File: src/rtl/bexkat_mem_pkg.sv
// Shared memory-subsystem definitions: SRAM bridge FSM states and the system address map.
// Used by sram_bridge (optional byte lanes via SRAM_BRIDGE_BYTE_LANE_EN) and its wait timer.
package bexkat_mem_pkg;

    typedef enum logic [2:0] {
        ST_IDLE  = 3'd0,
        ST_RD    = 3'd1,
        ST_WR_SU = 3'd2,
        ST_WR_PW = 3'd3,
        ST_WR_HD = 3'd4,
        ST_DONE  = 3'd5
    } sram_state_t;

    localparam logic [31:0] SRAM_BASE    = 32'h0000_0000;
    localparam logic [31:0] SRAM_SIZE    = 32'h0008_0000;
    // Reserved for the address decoder that will sit in front of this bridge.
    localparam logic [31:0] MONITOR_BASE = 32'hFF00_0000;

    localparam int TIMER_W = 8;

    // Converts a phase length in cycles into the timer load value (counts down to zero).
    function automatic logic [TIMER_W-1:0] phase_load(input int cycles);
        return TIMER_W'(cycles - 1);
    endfunction

endpackage

File: src/rtl/sram_wait_timer.sv
// Loadable down-counter timing every SRAM phase; expired is high once the count reaches zero.
module sram_wait_timer
    import bexkat_mem_pkg::*;
(
    input  logic               clk,
    input  logic               rst,
    input  logic               load,
    input  logic [TIMER_W-1:0] value,
    output logic               expired
);

    logic [TIMER_W-1:0] count;

    always_ff @(posedge clk) begin
        if (rst) begin
            count <= '0;
        end else if (load) begin
            count <= value;
        end else if (count != '0) begin
            count <= count - 1'b1;
        end
    end

    assign expired = (count == '0);

endmodule

File: src/rtl/sram_bridge.sv
// CPU-to-asynchronous-SRAM bridge with parameterised read/write timing and fault detection.
// Define SRAM_BRIDGE_BYTE_LANE_EN to add the cpu_be byte-lane input.
module sram_bridge
    import bexkat_mem_pkg::*;
#(
    parameter int ADDR_W   = 19,
    parameter int RD_WAIT  = 2,
    parameter int WR_SETUP = 1,
    parameter int WR_PULSE = 2,
    parameter int WR_HOLD  = 1
) (
    input  logic              clk,
    input  logic              rst,
    input  logic              cpu_req,
    input  logic [31:0]       cpu_addr,
    input  logic              cpu_write,
    input  logic [15:0]       cpu_wdata,
`ifdef SRAM_BRIDGE_BYTE_LANE_EN
    input  logic [1:0]        cpu_be,
`endif
    output logic [15:0]       cpu_rdata,
    output logic              cpu_ready,
    output logic              cpu_fault,
    output logic              cpu_busy,
    output logic [ADDR_W-2:0] sram_addr,
    input  logic [15:0]       sram_dq_in,
    output logic [15:0]       sram_dq_out,
    output logic              sram_dq_oe,
    output logic              sram_ce_n,
    output logic              sram_oe_n,
    output logic              sram_we_n,
    output logic              sram_ub_n,
    output logic              sram_lb_n
);

    sram_state_t        state;
    sram_state_t        next_state;
    logic               tmr_load;
    logic [TIMER_W-1:0] tmr_value;
    logic               tmr_expired;
    logic               accept;
    logic               addr_bad;

    logic               ce_n_d;
    logic               oe_n_d;
    logic               we_n_d;
    logic               dq_oe_d;
    logic               ub_n_d;
    logic               lb_n_d;

    assign accept   = (state == ST_IDLE) && cpu_req;
    assign addr_bad = cpu_addr[0] || ((cpu_addr >> ADDR_W) != 32'd0);

`ifdef SRAM_BRIDGE_BYTE_LANE_EN
    logic [1:0] be_q;
    logic [1:0] be_next;
    assign be_next = accept ? cpu_be : be_q;

    always_ff @(posedge clk) begin
        if (rst) begin
            be_q <= 2'b00;
        end else begin
            be_q <= be_next;
        end
    end
`endif

    sram_wait_timer u_timer (
        .clk     (clk),
        .rst     (rst),
        .load    (tmr_load),
        .value   (tmr_value),
        .expired (tmr_expired)
    );

    always_comb begin
        next_state = state;
        tmr_load   = 1'b0;
        tmr_value  = '0;
        unique case (state)
            ST_IDLE: begin
                if (cpu_req) begin
                    if (addr_bad) begin
                        next_state = ST_DONE;
                    end else if (cpu_write) begin
                        next_state = ST_WR_SU;
                        tmr_load   = 1'b1;
                        tmr_value  = phase_load(WR_SETUP);
                    end else begin
                        next_state = ST_RD;
                        tmr_load   = 1'b1;
                        tmr_value  = phase_load(RD_WAIT);
                    end
                end
            end
            ST_RD: begin
                if (tmr_expired) next_state = ST_DONE;
            end
            ST_WR_SU: begin
                if (tmr_expired) begin
                    next_state = ST_WR_PW;
                    tmr_load   = 1'b1;
                    tmr_value  = phase_load(WR_PULSE);
                end
            end
            ST_WR_PW: begin
                if (tmr_expired) begin
                    next_state = ST_WR_HD;
                    tmr_load   = 1'b1;
                    tmr_value  = phase_load(WR_HOLD);
                end
            end
            ST_WR_HD: begin
                if (tmr_expired) next_state = ST_DONE;
            end
            ST_DONE: begin
                next_state = ST_IDLE;
            end
            default: begin
                next_state = ST_IDLE;
            end
        endcase
    end

    // Strobes are decoded from the next state and registered, so they line up with the state.
    always_comb begin
        ce_n_d  = 1'b1;
        oe_n_d  = 1'b1;
        we_n_d  = 1'b1;
        dq_oe_d = 1'b0;
        unique case (next_state)
            ST_RD: begin
                ce_n_d = 1'b0;
                oe_n_d = 1'b0;
            end
            ST_WR_SU, ST_WR_HD: begin
                ce_n_d  = 1'b0;
                dq_oe_d = 1'b1;
            end
            ST_WR_PW: begin
                ce_n_d  = 1'b0;
                dq_oe_d = 1'b1;
`ifdef SRAM_BRIDGE_BYTE_LANE_EN
                we_n_d  = ~(|be_next);
`else
                we_n_d  = 1'b0;
`endif
            end
            default: begin
                ce_n_d = 1'b1;
            end
        endcase
`ifdef SRAM_BRIDGE_BYTE_LANE_EN
        ub_n_d = ce_n_d | ~be_next[1];
        lb_n_d = ce_n_d | ~be_next[0];
`else
        ub_n_d = ce_n_d;
        lb_n_d = ce_n_d;
`endif
    end

    always_ff @(posedge clk) begin
        if (rst) begin
            state       <= ST_IDLE;
            cpu_rdata   <= '0;
            cpu_ready   <= 1'b0;
            cpu_fault   <= 1'b0;
            cpu_busy    <= 1'b0;
            sram_addr   <= '0;
            sram_dq_out <= '0;
            sram_dq_oe  <= 1'b0;
            sram_ce_n   <= 1'b1;
            sram_oe_n   <= 1'b1;
            sram_we_n   <= 1'b1;
            sram_ub_n   <= 1'b1;
            sram_lb_n   <= 1'b1;
        end else begin
            state      <= next_state;
            cpu_ready  <= (next_state == ST_DONE);
            // Only a rejected request goes straight from IDLE to DONE.
            cpu_fault  <= (state == ST_IDLE) && (next_state == ST_DONE);
            cpu_busy   <= (next_state != ST_IDLE);
            sram_dq_oe <= dq_oe_d;
            sram_ce_n  <= ce_n_d;
            sram_oe_n  <= oe_n_d;
            sram_we_n  <= we_n_d;
            sram_ub_n  <= ub_n_d;
            sram_lb_n  <= lb_n_d;
            if (accept && !addr_bad) begin
                sram_addr <= cpu_addr[ADDR_W-1:1];
                if (cpu_write) sram_dq_out <= cpu_wdata;
            end
            if ((state == ST_RD) && tmr_expired) begin
                cpu_rdata <= sram_dq_in;
            end
        end
    end

endmodule

File: config.mk
export PLATFORM = sky130hd
export DESIGN_NAME = sram_bridge
export DESIGN_NICKNAME = d
export VERILOG_FILES = /design/src/rtl/bexkat_mem_pkg.sv /design/src/rtl/sram_wait_timer.sv /design/src/rtl/sram_bridge.sv
export SDC_FILE = /design/constraint.sdc
export NUM_CORES = 1
export LEC_CHECK = 0
export BUFFER_PORTS_ARGS = -buffer_cell sky130_fd_sc_hd__buf_4
export CAP_MARGIN = 20
export CORE_MARGIN = 2
export CORE_UTILIZATION = 49
export DETAILED_ROUTE_END_ITERATION = 10
export PLACE_DENSITY = 0.95
export SETUP_SLACK_MARGIN = 0.1
export SYNTH_ARGS = -nofsm -noshare
export SYNTH_HDL_FRONTEND = slang
export SYNTH_SLANG_ARGS = --single-unit
File: constraint.sdc
create_clock -name clk -period 4.48 [get_ports clk]
set_clock_uncertainty 0.1 [all_clocks]
set_input_delay 0.448 -clock clk [delete_from_list [all_inputs] [get_ports clk]]
set_output_delay 0.448 -clock clk [all_outputs]
set_load 0.01 [all_outputs]
==> metrics.txt <==
status=finished, final reports clean; Site Rows=26; Worst Path Arrival=2.54 ns; Area contributors post-synth=dfxtp_1 (51%), nand2_1 (15%), a21oi_1 (10%); DR iter-0 viols=between 200 and 250; TritonCTS Sinks=a little under 70; IO Count=127; WP data required=~4.6 ns; CP Class=register to register; critical-path maximum fanout=16; n_diodes=0; Sw Pwr=~0.00056 W; Final WS setup=roughly 2.0 ns; gr usage total=about a quarter; Reg area=1360 um2; Detailed Route WL=just over 7 mm; R2R cell count=7; share of cells above drive strength 1=33.4%; die height=77.5 um; top sig layer=met4; Cell Pwr Density=~460 nW/um2; Place WS=about 1.6 ns; final setup TNS=0 ns; Setup crit start kind=register; R2R Setup Slk=around 2.0 ns; Final Hold Viols=0; CTS tree=done; Multi-input gate area=about 1200 um2; Syn Area/Cell=8.13 um2; main combinational cell family by area after synthesis=simple AND/OR/NAND/NOR gates; H-tree depth=3; switching share of power=a little under a third; Unique masters post-synth=40; area share of the largest cell type after synthesis=51.4%; sequential fraction of the synthesis area=between 50% and 60%; Area Growth Syn to Fin=44.9%; port buffer count=about 130; RSZ-0062 raised after global routing=false; Crit Reg-Reg Startpoint=u_timer.count[0]; Gate power share=a little over a quarter; later-pin clock latency in the skew report=0.35 ns; mux cell area share after synthesis=less than 1%; syn_nets=396; post-CTS setup buffers=0; Hold Crit Class=input port to register; leakage=approximately 1.6 nW; Initial Utilization=51.2%; post-cts resize count=0; Yosys top cell by area=dfxtp_1; critical path startpoint=u_timer.count[0]; wire length on met3=around 560 um; Crit Reg-Reg Endpoint=cpu_rdata[14]; initial antenna violation count=0; total gr overflow=0; Slew Viols, Final=0; Die X=77.5 um; Met1 Wirelength=2.82 mm; Period minus WS final=2.43 ns; post-synthesis xor/xnor area fraction=1.65%; Post-DRT Antenna Nets=0; via-per-instance ratio=around 5.2; Max Cap Viol=0; worst slew pin tran=0.795 ns; Max Fclk=between 400 and 500 MHz; CP Capture Point=cpu_rdata[14]; clock slew at reported path FFs=approximately 0.080 ns; routed length on met2=3.75 mm; most frequent cells in the layout=buf_4 (126), nand2_1 (107), dfxtp_1 (68); core area=between 5000 and 6000 um2; Sequential Power Share=41.2%; Initial DRT Pass Iterations=6; Slew HR=between 40% and 50%; Design Power=roughly 0.0018 W; Clock Tree Buf Depth=2; cts bufs inserted=9; fin util=around three quarters; Max IR drop VDD=between 0.4 and 0.5 mV; Final setup viols=0; root buffer cell=clkbuf_8; fraction of registers with async set/reset=0%; Post-Synth Adder-Cell Area=less than 1%; Synth Flop Type=dfxtp_1; Final period util=between 50% and 60%; die area=~6000 um2; clock share of power=between 30% and 40%; Synth Instances=326; Crit. End Element=register; DR vias=2700; WL/cell=13.9 um; Mapped Area=between 2000 and 3000 um2; Post-Synth Simple-Gate Area=26.6%; internal power=0.00121 W; Routability Congestion=0.857; # fillers=353; synthesized flop and latch total=68; Ys Warns=0; number of global-route vias before repair=roughly 2600; DRC viols=0; Compound-Gate Fraction of Synth Area=approximately 15%; Post-synth EDFFs=0; largest net degree at the start of global routing=59; hold_buf cts=0; final net count=around 520; Final HPWL DP=~5.2 mm; global-route wire length before repair=11.6 mm; commonest non-fill, non-tap cell in the layout=buf_4
==> power groups by stage <==
stage	registers, W	clock network (W)	logic [W]
2_1_floorplan	0.000741	0	0.000317
3_3_place_gp	0.000739	0	0.000451
3_5_place_dp	0.000743	0	0.000473
4_1_cts	0.000730	0.000573	0.000475
5_1_grt	0.000741	0.000598	0.000522
6_report	0.000732	0.000569	0.000477
==> synth_stat cells (all sizes together), types with 2 or more instances <==
cell type	number
nand3	5
clkbuf	10
dfxtp	68
ha	2
buf	7
nor2	19
nor3b	2
a2111o	2
and4	2
nor4b	2
a21oi	55
o21ai	2
nor4	5
xnor2	4
a211oi	3
a21o	3
inv	5
nand2	107
nor3	5
and3	3
==> layout make-up <==
class / instances / share of cell area [%]
clock buffer: 9 / 3.23
clock inverter: 7 / 2.57
inverter: 5 / 0.489
multi-input combinational: 235 / 30.7
sequential: 68 / 35.5
tap: 70 / 2.28
timing repair buffer: 128 / 25.3
==> critical path, cell delays in order (launching register included) <==
cell,delay [ns]
dfxtp_1,0.33
inv_1,0.11
ha_1,0.18
or3b_2,0.49
nor2_2,0.25
nand3_1,0.51
nand2_1,0.23
a21oi_1,0.08
==> how the worst min path moves through the flow <==
stage                         from             end  slack [ns]  cells past startpoint
floorplan           sram_dq_out[0]  sram_dq_out[0]        0.38                      2
global placement    sram_dq_out[4]  sram_dq_out[4]        0.34                      2
detailed placement  sram_dq_out[1]  sram_dq_out[1]        0.35                      2
CTS                   cpu_wdata[8]  sram_dq_out[8]        0.23                      3
global route          cpu_addr[16]   sram_addr[15]        0.23                      3
finish               sram_dq_in[3]    cpu_rdata[3]        0.24                      3
==> state kept, by name, indices dropped and copies added, names as in the netlist <==
name           cells
sram_dq_oe         1
cpu_fault          1
cpu_ready          1
u_timer.count      8
state              3
sram_dq_out       16
sram_we_n          1
sram_oe_n          1
sram_addr         18
cpu_rdata         16
cpu_busy           1
sram_lb_n          1
==> logic make-up after synthesis <==
group           after synthesis
mux                           1
fa+ha+maj                     2
simple gates                157
buf+inv                      23
xor+xnor                      5
flops                        68
compound gates               70
==> metal layers <==
| metal | GRT usage (%) | vias up |
|---|---|---|
| met5 | 0 | - |
| met4 | 10.5 | 0 |
| met3 | 8.02 | 13 |
| met2 | 42.4 | 107 |
| met1 | 26.8 | 1246 |
| li1 | - | 1334 |
==> metrics by stage <==
step / hold WS, ns / instance area, um2 / instances
2_1_floorplan: 0.376 / 2650 / 326
3_3_place_gp: 0.340 / 3590 / 504
3_5_place_dp: 0.346 / 3600 / 505
4_1_cts: 0.226 / 3820 / 521
5_1_grt: 0.234 / 3840 / 522
6_report: 0.236 / 3840 / 522
No activity file was read; power rests on OpenSTA's default activity.
